`src/rtl/rgby_pkg.sv`:
```
// Shared color codes, filter-select encodings and FSM states for the RGBY classifier.
package rgby_pkg;

  // Classification result codes
  localparam logic [1:0] RED    = 2'd0;
  localparam logic [1:0] GREEN  = 2'd1;
  localparam logic [1:0] BLUE   = 2'd2;
  localparam logic [1:0] YELLOW = 2'd3;

  // TCS3200 {S2,S3} filter selects
  localparam logic [1:0] FILT_R   = 2'b00;
  localparam logic [1:0] FILT_G   = 2'b11;
  localparam logic [1:0] FILT_B   = 2'b01;
  localparam logic [1:0] FILT_CLR = 2'b10;

  typedef enum logic [3:0] {
    StIdle,
    StSettleR,
    StGateR,
    StSettleG,
    StGateG,
    StSettleB,
    StGateB,
    StClassify,
    StDone
  } state_t;

endpackage

```
`src/rtl/freq_gate_counter.sv`:
```
// Synchronises the raw sensor wave, detects rising edges and counts them into a
// saturating counter. o_count already includes any edge counted on this cycle, so the
// owner can latch it on the last cycle of a gate window.
module freq_gate_counter #(
  parameter int unsigned CNT_W = 12
) (
  input  logic             i_clk,
  input  logic             i_reset,
  input  logic             i_freq_in,
  input  logic             i_clear,
  input  logic             i_enable,
  output logic [CNT_W-1:0] o_count
);

  logic [1:0]       r_sync;
  logic             r_prev;
  logic [CNT_W-1:0] r_count;
  logic [CNT_W-1:0] w_count_next;
  logic             w_edge;

  // Two-flop synchroniser followed by a delayed copy for edge detection
  always_ff @(posedge i_clk or posedge i_reset) begin
    if (i_reset) begin
      r_sync <= 2'b00;
      r_prev <= 1'b0;
    end else begin
      r_sync <= {r_sync[0], i_freq_in};
      r_prev <= r_sync[1];
    end
  end

  assign w_edge = r_sync[1] & ~r_prev;

  // Next count: clear wins, otherwise count enabled edges and stop at all-ones
  always_comb begin
    w_count_next = r_count;
    if (i_clear) begin
      w_count_next = '0;
    end else if (i_enable && w_edge && (r_count != {CNT_W{1'b1}})) begin
      w_count_next = r_count + CNT_W'(1);
    end
  end

  // Counter register
  always_ff @(posedge i_clk or posedge i_reset) begin
    if (i_reset) begin
      r_count <= '0;
    end else begin
      r_count <= w_count_next;
    end
  end

  assign o_count = w_count_next;

endmodule

```
`src/rtl/color_classifier.sv`:
```
// Sequences the sensor through red, green and blue filters, counts edges in a fixed
// window for each, then classifies the reading as one of four RGBY codes.
module color_classifier
  import rgby_pkg::*;
#(
  parameter int unsigned GATE_CYCLES   = 2000,
  parameter int unsigned SETTLE_CYCLES = 100,
  parameter int unsigned CNT_W         = 12
) (
  input  logic       i_clk,
  input  logic       i_reset,
  input  logic       i_start,
  input  logic       i_freq_in,
  output logic [1:0] o_color_select,
  output logic       o_busy,
  output logic       o_done,
  output logic [1:0] o_color,
  output logic [7:0] o_freq_count
);

  localparam int unsigned MaxWin = (GATE_CYCLES > SETTLE_CYCLES) ? GATE_CYCLES : SETTLE_CYCLES;
  localparam int unsigned TW = $clog2(MaxWin) + 1;
  localparam logic [TW-1:0] SettleLast = TW'(SETTLE_CYCLES - 1);
  localparam logic [TW-1:0] GateLast   = TW'(GATE_CYCLES - 1);

  state_t           r_state, w_state_next;
  logic [TW-1:0]    r_timer;
  logic             w_clear, w_enable;
  logic [CNT_W-1:0] w_count;
  logic [CNT_W-1:0] r_cnt_r, r_cnt_g, r_cnt_b;
  logic [1:0]       r_color, w_color;
  logic [7:0]       r_freq, w_freq;

  // Widened by one bit so x + (x >> 2) cannot overflow
  logic [CNT_W:0]   w_r, w_g, w_b, w_r_adj, w_g_adj;
  logic [CNT_W-1:0] w_win;
  logic [CNT_W+7:0] w_win_ext;
  logic             w_yellow;

  freq_gate_counter #(
    .CNT_W(CNT_W)
  ) u_counter (
    .i_clk    (i_clk),
    .i_reset  (i_reset),
    .i_freq_in(i_freq_in),
    .i_clear  (w_clear),
    .i_enable (w_enable),
    .o_count  (w_count)
  );

  // State register and per-state cycle timer (restarts on every state change)
  always_ff @(posedge i_clk or posedge i_reset) begin
    if (i_reset) begin
      r_state <= StIdle;
      r_timer <= '0;
    end else begin
      r_state <= w_state_next;
      if ((w_state_next != r_state) || (r_state == StIdle)) begin
        r_timer <= '0;
      end else begin
        r_timer <= r_timer + TW'(1);
      end
    end
  end

  // Next-state, counter control and filter/handshake outputs
  always_comb begin
    w_state_next   = r_state;
    w_clear        = 1'b0;
    w_enable       = 1'b0;
    o_color_select = FILT_CLR;
    o_busy         = 1'b1;
    o_done         = 1'b0;
    unique case (r_state)
      StIdle: begin
        o_busy = 1'b0;
        if (i_start) w_state_next = StSettleR;
      end
      StSettleR: begin
        o_color_select = FILT_R;
        w_clear        = 1'b1;
        if (r_timer == SettleLast) w_state_next = StGateR;
      end
      StGateR: begin
        o_color_select = FILT_R;
        w_enable       = 1'b1;
        if (r_timer == GateLast) w_state_next = StSettleG;
      end
      StSettleG: begin
        o_color_select = FILT_G;
        w_clear        = 1'b1;
        if (r_timer == SettleLast) w_state_next = StGateG;
      end
      StGateG: begin
        o_color_select = FILT_G;
        w_enable       = 1'b1;
        if (r_timer == GateLast) w_state_next = StSettleB;
      end
      StSettleB: begin
        o_color_select = FILT_B;
        w_clear        = 1'b1;
        if (r_timer == SettleLast) w_state_next = StGateB;
      end
      StGateB: begin
        o_color_select = FILT_B;
        w_enable       = 1'b1;
        if (r_timer == GateLast) w_state_next = StClassify;
      end
      StClassify: w_state_next = StDone;
      StDone: begin
        o_done       = 1'b1;
        w_state_next = StIdle;
      end
      default: w_state_next = StIdle;
    endcase
  end

  // Capture each channel's count on the last cycle of its gate window
  always_ff @(posedge i_clk or posedge i_reset) begin
    if (i_reset) begin
      r_cnt_r <= '0;
      r_cnt_g <= '0;
      r_cnt_b <= '0;
    end else if (r_timer == GateLast) begin
      if (r_state == StGateR) r_cnt_r <= w_count;
      if (r_state == StGateG) r_cnt_g <= w_count;
      if (r_state == StGateB) r_cnt_b <= w_count;
    end
  end

  assign w_r      = {1'b0, r_cnt_r};
  assign w_g      = {1'b0, r_cnt_g};
  assign w_b      = {1'b0, r_cnt_b};
  assign w_r_adj  = w_r + (w_r >> 2);
  assign w_g_adj  = w_g + (w_g >> 2);
  assign w_yellow = (w_r > w_b) && (w_g > w_b) && (w_g_adj >= w_r) && (w_r_adj >= w_g);

  // Classification: yellow when red and green are close and both beat blue,
  // otherwise the largest count with ties resolved red > green > blue
  always_comb begin
    w_color = RED;
    w_win   = r_cnt_r;
    if (w_yellow) begin
      w_color = YELLOW;
      w_win   = r_cnt_r;
    end else if ((w_r >= w_g) && (w_r >= w_b)) begin
      w_color = RED;
      w_win   = r_cnt_r;
    end else if (w_g >= w_b) begin
      w_color = GREEN;
      w_win   = r_cnt_g;
    end else begin
      w_color = BLUE;
      w_win   = r_cnt_b;
    end
  end

  assign w_win_ext = {8'b0, w_win};
  assign w_freq    = (w_win_ext > (CNT_W + 8)'(255)) ? 8'hFF : w_win_ext[7:0];

  // Result registers, loaded on entry to DONE and held until the next result
  always_ff @(posedge i_clk or posedge i_reset) begin
    if (i_reset) begin
      r_color <= RED;
      r_freq  <= 8'd0;
    end else if (r_state == StClassify) begin
      r_color <= w_color;
      r_freq  <= w_freq;
    end
  end

  assign o_color      = r_color;
  assign o_freq_count = r_freq;

endmodule

```
`config.mk`:
```
export PLATFORM = sky130hd
export DESIGN_NAME = color_classifier
export DESIGN_NICKNAME = d
export VERILOG_FILES = /design/src/rtl/rgby_pkg.sv /design/src/rtl/freq_gate_counter.sv /design/src/rtl/color_classifier.sv
export SDC_FILE = /design/constraint.sdc
export NUM_CORES = 1
export LEC_CHECK = 0
export ABC_CLOCK_PERIOD_IN_PS = 4800
export BUFFER_PORTS_ARGS = -buffer_cell sky130_fd_sc_hd__buf_4
export CAP_MARGIN = 20
export CELL_PAD_IN_SITES_DETAIL_PLACEMENT = 1
export CELL_PAD_IN_SITES_GLOBAL_PLACEMENT = 1
export CORE_ASPECT_RATIO = 0.8
export CORE_MARGIN = 2
export CORE_UTILIZATION = 49
export DETAILED_ROUTE_END_ITERATION = 6
export PLACE_DENSITY_LB_ADDON = 0.2
export SLEW_MARGIN = 20
export SYNTH_ARGS = -nofsm -noshare
export SYNTH_HDL_FRONTEND = slang
export SYNTH_SLANG_ARGS = --single-unit
```
`constraint.sdc`:
```
create_clock -name i_clk -period 4.8 [get_ports i_clk]
set_input_delay 0.48 -clock i_clk [delete_from_list [all_inputs] [get_ports i_clk]]
set_output_delay 0.48 -clock i_clk [all_outputs]
set_load 0.01 [all_outputs]
```
After elaboration in Yosys (flattened, before gate mapping)
Index checks and enable logic that the tools add are counted.
{ "totals": {"regBits": 77, "out_inout_bits": 14, "wordCells": 75} }
{ "classes": {"addsub": 4, "order_cmp": 8, "n_eq_ne": 12, "muxes": 23, "bitwise_logic": 2, "n_reduce_logical": 16} }
{ "op_table": {"columns": ["cell", "count"], "rows": [
  ["two-way mux 12 bit", 6],
  ["greater-or-equal comparator 12 bit", 3],
  ["case mux 4 bit (8 select lines)", 1],
  ["two-way mux 4 bit", 7],
  ["adder 12 x 10 -> 13 bit", 2],
  ["greater-or-equal comparator 13 x 12 -> 1 bit", 2],
  ["adder 12 x 1 -> 12 bit, second input constant", 2],
  ["> comparator 12 bit", 2],
  ["== test 4 x 3 -> 1 bit, second input constant", 4],
  ["== test 12 x 11 -> 1 bit, second input constant", 1],
  ["== test 12 x 7 -> 1 bit, second input constant", 1],
  ["> comparator 12 x 8 -> 1 bit, second input constant", 1],
  ["inequality test 12 bit, second input constant", 1],
  ["== test 4 x 2 -> 1 bit, second input constant", 2],
  ["two-way mux 8 bit", 1],
  ["logical AND 1 bit", 6],
  ["two-way mux 2 bit", 3],
  ["case mux 2 bit (3 select lines)", 1],
  ["AND reduction 2 bit", 3],
  ["OR reduction 2 bit", 3],
  ["OR reduction 3 bit", 2],
  ["== test 4 x 1 -> 1 bit, second input constant", 1],
  ["== test 4 bit, second input constant", 1],
  ["logical NOT 4 bit", 1],
  ["other kinds (5)", 8]
]} }

Depth between registers and ports, before layout
Gate-level depths: netlist of the first run.
{ "logic_depth": {"depth_word": 7, "mapped_depth": 18} }

Hierarchy
A second synthesis of the first run with hierarchy kept.
{ "hier_totals": {"cells_unflattened": 652, "area_unflattened_um2": 5848.1} }
{ "by_module_without_submodules": {"columns": ["mod", "instances", "cells_per_inst", "area_per_inst_um2", "seq_area_each_um2"], "rows": [
  ["color_classifier", 1, 573, 5033.6, 1551.5],
  ["freq_gate_counter", 1, 79, 814.5, 375.4]
]} }

Least setup slack after synthesis of the first run
Ideal clock, no wire load.
{ "synth_path": {"path_kind": "reg2reg", "from": "register r_cnt_g[1]", "to": "register r_freq[0], in the netlist o_freq_count[0]", "setup_time_ps": 127, "arrival_ps": 3448, "required_time_ps": 4673, "slack_ps": 1225, "path_stages_with_launch": 18, "n_path_buf": 1, "synth_period_minus_slack_ps": 3575, "cell_sequence": "dfrtp_1 ha_1 a21o_1 a21oi_1 o21bai_1 a221o_1 a41oi_1 mux2_2 o2111ai_1 ha_1 a2111oi_0 o21ai_0 a21oi_1 a31o_2 o2bb2ai_1 o21bai_1 buf_4 mux2i_1"} }
{ "synth_between": {"elab_chain_len": 7, "elab_cells_between_ends": 15, "cone_classes": "add/sub (1); order compare (6); mux (4); reduce/logical (4)"} }
{ "synth_lines": {"columns": ["item", "line_no", "rtl"], "rows": [
  ["from (decl)", "color_classifier.sv:30", "logic [CNT_W-1:0] r_cnt_r, r_cnt_g, r_cnt_b;"],
  ["from (signal assigned)", "color_classifier.sv:126", "if (r_state == StGateG) r_cnt_g <= w_count;"],
  ["adder 12 x 10 -> 13 bit / > comparator 12 bit (equally long branches)", "color_classifier.sv:135, color_classifier.sv:136", null],
  ["greater-or-equal comparator 13 x 12 -> 1 bit / logical AND 1 bit (equally long branches)", "color_classifier.sv:136", "assign w_yellow = (w_r > w_b) && (w_g > w_b) && (w_g_adj >= w_r) && (w_r_adj >= w_g);"],
  ["logical AND 1 bit (2 in series)", "color_classifier.sv:136", null],
  ["two-way mux 12 bit (*)", "color_classifier.sv:143", "if (w_yellow) begin"],
  ["> comparator 12 x 8 -> 1 bit", "color_classifier.sv:159", "assign w_freq = (w_win_ext > (CNT_W + 8)'(255)) ? 8'hFF : w_win_ext[7:0];"],
  ["two-way mux 8 bit (*)", "color_classifier.sv:159", null],
  ["to (signal assigned)", "color_classifier.sv:168", "r_freq <= w_freq;"],
  ["to (decl)", "color_classifier.sv:32", "logic [7:0] r_freq, w_freq;"]
]} }
Every way passes the cells marked *; elsewhere a longest branch is shown, timed or not.
A chain may end at the register's enable or synchronous reset.

Worst setup path in the final report of the first run
{ "layout_path": {"from": "register r_cnt_g[3]", "to": "register r_freq[3], in the netlist o_freq_count[3]"} }
Same word-level chain as after synthesis.

==> results by group, run 1 <==
Placement
  – Routability cong.: 0.886
  – HPWL after DPL: 13100 microns
  – Placed cells: 821
  – Post-DP Area: 0.00616 sq mm
  – Port bufs: 17

Layout
  – Diodes inserted: 0
  – Post-layout util: 56.0%
  – Ratio of cells with drive above 1 in the final layout: 8.42%
  – Fin cells: 837
  – Final Cell Area: 0.00650 sq mm
  – Area growth from synthesis to layout: 10.9%
  – Final nets: 772

Synthesis
  – Register area share after synthesis: 32.9%
  – Most common cell in the synthesized netlist: ha_1
  – Main synth FF type: dfrtp_1
  – Synth area leaders: dfrtp_1 (33%), ha_1 (18%), nand2_1 (4.7%)
  – Post-synth top area share: 32.9%
  – Synth Register Bits: 77
  – Post-Syn Area per Cell: 8.83 sq um
  – Cell taking the most area after synthesis: dfrtp_1
  – Syn. warnings: 0
  – Syn Nets: 752
  – Post-synth EDFFs: 0
  – Ys async rst share: 100%
  – Syn Inst Count: 664
  – Netlist cell types: 62
  – Most frequent cells after synthesis: ha_1 (82), dfrtp_1 (77), nand2_1 (73)
  – Synthesized area: 0.00586 sq mm

Critical path
  – Startpoint types: flop
  – CP endpoint kind: flop
  – Crit path DAT: 4.53 ns
  – Crit path top cell by count: ha_1
  – CP peak stage delay: 0.46 ns
  – CP Buf/Inv Count: 0
  – Critical path fanouts, max: 8
  – Critical path data required time: 4.98 ns
  – Critical path's slowest cell: dfrtp_1
  – Cell Chain, Critical Path: ha_1, a21o_1, a21oi_1, o21bai_1, a221o_1, a41oi_1, mux2_2, o2111ai_1, ha_1, a2111oi_0, o21ai_0, o22ai_1, a31o_2, o2bb2ai_1, o21bai_2, mux2i_1
  – Setup CP Type: reg2reg
  – Top delay family on crit path: compound AO/OA/AOI/OAI gates

Floorplan
  – Core area: 0.0116 sq mm
  – IO Pins: 18
  – Die X: 126 microns
  – Die Y: 102 microns
  – Placement Rows: 35
  – Initial Utilization: 50.5%
  – Die area: 0.0129 sq mm

Power and ir drop
  – Tot Pwr: 0.00145 W
  – P_leak: 3.10 nW
  – VDD IR max: 0.185 mV
  – Power per Cell Area: 224 mW/mm^2

Clock tree
  – CTS tree: done
  – Worst-path clk slew: 0.06 ns
  – Cts hold-fix bufs: 0
  – Buffer levels on the longest clock path: 2
  – H-tree depth: 3
  – Sink Count: 77
  – Num CTS Buffers: 9
  – Root Driver: clkbuf_16
  – Clock latency on the worst-skew pair: 0.34 ns

STA
  – Unrepaired setup endpoints after global routing: false
  – Final min period: 4.35 ns
  – Clock Skews: 0.00728 ns
  – Slew headroom: 43.2%
  – Max Clk Rate: 230 MHz
  – Setup TNS: 0 ns
  – Final Max Tran Viols: 0
  – Fin. Hold Viols: 0
  – Worst-margin pin slew: 0.852 ns
  – Final setup fails: 0
  – Crit share post-route: 90.6%

Run
  – Max_cap viols: 0

Global routing
  – All-Layer GR Usage: 28.3%
  – Global-route wire length before repair: 28300 microns
  – Largest net degree at the start of global routing: 40
  – Remaining Overflow, GRT: 0
  – Vias in the first global route: 5354
  – Initial antenna violation count: 0

Detailed routing
  – Total wire length: 17500 microns
  – # DRC: 0
  – Drt wl/cell: 20.9 microns
  – Routed Antenna Nets: 0
  – Post-DR vias/cell: 6.10
  – DR iter-0 viols: 208
  – DR pass1 iterations: 4
  – Routed vias: 5105

Run status
  – Status: completed

Worst hold path
  – Class of the worst hold path: in2reg
-- power breakdown --
part	switching, W	internal [W]
clock	0.000277	0.000511
sequential	0.000000797	0.000650
combinational	0.0000130	0.00000254
total	0.000290	0.00116
-- sequential cells by signal, indices dropped and copies added, names as in the netlist --
register           count
r_timer               12
r_cnt_g               12
r_cnt_r               12
u_counter.r_sync       2
o_freq_count           8
u_counter.r_prev       1
r_cnt_b               12
u_counter.r_count     12
o_color                2
r_state                4
-- logic make-up after synthesis --
logic type,Yosys count,share of synthesized area [%]
and+or+nand+nor,229,19.8
AOI/OAI and AO/OA,150,16.2
adders and majority gates,84,18.2
DFF,77,32.9
buffers and inverters,74,5.17
xor gates and xnor gates,39,5.83
muxes,11,1.94
-- worst reg2reg max path: stages (launching register included) --
cell and delay, ns:
dfrtp_1 0.46, ha_1 0.31, a21o_1 0.18, a21oi_1 0.24, o21bai_1 0.12, a221o_1 0.35
a41oi_1 0.32, mux2_2 0.21, o2111ai_1 0.11, ha_1 0.23, a2111oi_0 0.46, o21ai_0 0.21
o22ai_1 0.20, a31o_2 0.12, o2bb2ai_1 0.20, o21bai_2 0.28, mux2i_1 0.20
-- per-stage QoR --
stage / worst slack (ns) / hold slack (ns)
3_5_place_dp: 0.214 / 0.336
3_3_place_gp: 0.415 / 0.341
4_1_cts: 0.185 / 0.244
2_1_floorplan: 1.23 / 0.331
6_report: 0.449 / 0.246
5_1_grt: 0.106 / 0.245
-- routing by layer --
layer  track usage [%]  routed length [microns]  part of all wire [%]  vias up
met3              4.71                      992                   5.7       18
met4              6.59                      225                   1.3        0
met2              48.4                     8340                    48      100
li1                  -                        -                     -     2411
met5                 0                        0                     0        -
met1              38.2                     7950                    45     2576
-- path summary, 6_finish.rpt --
check,endpoint,slack (ns),cells after the start,from
setup reg to reg,o_freq_count[3],0.45,16,r_cnt_g[3]
max in group asynchronous,r_cnt_b[8],3.44,3,i_reset
hold / removal,u_counter.r_sync[0],0.25,1,i_freq_in
min in group asynchronous,r_cnt_r[0],0.32,2,i_reset
hold reg to reg,u_counter.r_sync[1],0.36,0,u_counter.r_sync[0]
setup / recovery,o_freq_count[3],0.45,16,r_cnt_g[3]
-- cell usage in the layout, fill, tap and decap left out, drive strengths merged, types with 11 or more instances in the layout --
cell and instances:
ha 82, o21ai 54, nor2 55, a21oi 31
buf 27, nand3 16, clkbuf 11, dfrtp 77
nand4 16, xor2 15, xnor2 24, nand2 73
nor3 14, inv 57
-- repair_timing --
action	in CTS	in global routing
setup buffers	0	0
gates resized for setup	0	1
endpoints found under the setup margin	0	8
-- final cells by class --
cell class | instances | area (sq um)
fill | 1372 | 5100
clock buffer | 11 | 233
multi-input combinational | 513 | 3630
tap | 148 | 185
timing repair buffer | 27 | 203
inverter | 56 | 210
clock inverter | 5 | 108
sequential | 77 | 1930
(Power assumes the default switching activity.)
==> run 2, diff against run 1 <==
--- a/config.mk
+++ b/config.mk
@@ -14,6 +14,7 @@
 export CORE_MARGIN = 2
 export CORE_UTILIZATION = 49
 export DETAILED_ROUTE_END_ITERATION = 6
+export MAX_ROUTING_LAYER = met4
 export PLACE_DENSITY_LB_ADDON = 0.2
 export SLEW_MARGIN = 20
 export SYNTH_ARGS = -nofsm -noshare
==> results by group, run 2 (same netlist as run 1, synthesis figures left out) <==
Layout
  – Area growth from synthesis to layout: 10.9%
  – Post-layout util: 56.0%
  – Commonest non-fill, non-tap cell in the layout: ha_1
  – Diodes inserted: 0
  – Final nets: 772
  – Most frequent cells in the layout: ha_1 (82), dfrtp_1 (77), nand2_1 (73)
  – Final Cell Area: 0.00650 sq mm
  – Ratio of cells with drive above 1 in the final layout: 8.42%

Run
  – Max_cap viols: 0

Critical path
  – CP peak stage delay: 0.48 ns
  – CP Buf/Inv Count: 0
  – Crit path top cell by count: ha_1
  – Top delay family on crit path: compound AO/OA/AOI/OAI gates
  – Critical path data required time: 4.99 ns
  – Startpoint types: flop
  – Crit path DAT: 4.53 ns
  – Critical path fanouts, max: 8
  – Critical path's slowest cell: a2111oi_0
  – CP endpoint kind: flop
  – Cell Chain, Critical Path: ha_1, a21o_1, a21oi_1, o21bai_1, a221o_1, a41oi_1, mux2_2, o2111ai_1, ha_1, a2111oi_0, o21ai_0, o22ai_1, a31o_2, o2bb2ai_1, o21bai_2, mux2i_1
  – Setup CP Type: reg2reg

Floorplan
  – Die X: 126 microns
  – Die Y: 102 microns
  – Die area: 0.0129 sq mm
  – Initial Utilization: 50.5%
  – IO Pins: 18
  – Core area: 0.0116 sq mm
  – Placement Rows: 35

Detailed routing
  – Routed Antenna Nets: 0
  – Total wire length: 17300 microns
  – Drt wl/cell: 20.7 microns
  – DR pass1 iterations: 4
  – Post-DR vias/cell: 6.09
  – # DRC: 0
  – DR iter-0 viols: 267
  – Routed vias: 5094

STA
  – Setup TNS: 0 ns
  – Final min period: 4.35 ns
  – Final WS setup: 0.452 ns
  – Max Clk Rate: 230 MHz
  – Hold Slack: 0.247 ns
  – Worst-margin pin slew: 0.846 ns
  – Clock Skews: 0.00449 ns
  – Final Max Tran Viols: 0
  – Final setup fails: 0
  – Fin. Hold Viols: 0
  – Unrepaired setup endpoints after global routing: false
  – Slew headroom: 43.5%
  – Crit share post-route: 90.6%

Power and ir drop
  – P_leak: 3.10 nW
  – Power per Cell Area: 224 mW/mm^2
  – VDD IR max: 0.185 mV

Placement
  – Port bufs: 17
  – Dpl ws: 0.214 ns
  – HPWL after DPL: 13100 microns
  – Post-DP Area: 0.00616 sq mm
  – Routability cong.: 0.900

Clock tree
  – CTS tree: done
  – Postcts setup bufs: 0
  – Cts hold-fix bufs: 0
  – Root Driver: clkbuf_16
  – Worst-path clk slew: 0.06 ns
  – Buffer levels on the longest clock path: 2
  – PostCTS Resize Cnt: 0
  – Num CTS Buffers: 9
  – Clock latency on the worst-skew pair: 0.34 ns
  – Sink Count: 77
  – H-tree depth: 3

Worst hold path
  – Class of the worst hold path: in2reg

Run status
  – Status: completed

Global routing
  – All-Layer GR Usage: 29.3%
  – Global-route wire length before repair: 28300 microns
  – Initial antenna violation count: 0
  – Largest net degree at the start of global routing: 40
  – Remaining Overflow, GRT: 0
  – Vias in the first global route: 5349
-- run 2: cell counts in the layout (fill, tap and decap cells not counted) --
Identical to the previous run, type by type.
-- run 2: layout make-up --
cell class | count | area [sq um]
fill | 1372 | 5100
multi-input combinational | 513 | 3630
sequential | 77 | 1930
clock buffer | 11 | 233
inverter | 56 | 210
timing repair buffer | 27 | 203
tap | 148 | 185
clock inverter | 5 | 108
-- run 2: power by group --
part / total, W / leakage, nW / internal [W] / switching (W)
sequential: 0.000651 / 1.05 / 0.000650 / 0.000000780
combinational: 0.0000155 / 1.88 / 0.00000254 / 0.0000129
clock: 0.000790 / 0.164 / 0.000512 / 0.000279
-- run 2: worst paths after layout --
kind                                      from                   to  slack, ns  cells past startpoint
max                                 r_cnt_g[3]      o_freq_count[3]       0.45                     16
min                                  i_freq_in  u_counter.r_sync[0]       0.25                      1
max reg2reg                         r_cnt_g[3]      o_freq_count[3]       0.45                     16
min reg2reg                u_counter.r_sync[0]  u_counter.r_sync[1]       0.36                      0
max in group asynchronous              i_reset           r_cnt_r[8]       3.45                      3
min in group asynchronous              i_reset           r_cnt_r[0]       0.32                      2
-- run 2: worst register-to-register path: cells and delay by family, from the launching register on --
kind / cells / cell delay (ns)
adders and majority gates: 2 / 0.54
AOI/OAI and AO/OA: 12 / 2.80
DFF: 1 / 0.45
muxes: 2 / 0.41
-- run 2: per-layer routing --
metal	part of all wire, %	global-route usage (%)	up-vias
met2	48	48.2	103
li1	-	-	2415
met3	6.9	4.87	17
met1	44	38.4	2559
met4	1.1	6.59	0
met5	0	-	-
-- run 2: metrics by stage --
| stage | instances | power, W |
|---|---|---|
| 2_1_floorplan | 664 | 0.000673 |
| 3_3_place_gp | 821 | 0.000679 |
| 3_5_place_dp | 821 | 0.000679 |
| 4_1_cts | 837 | 0.00147 |
| 5_1_grt | 837 | 0.00149 |
| 6_report | 837 | 0.00146 |
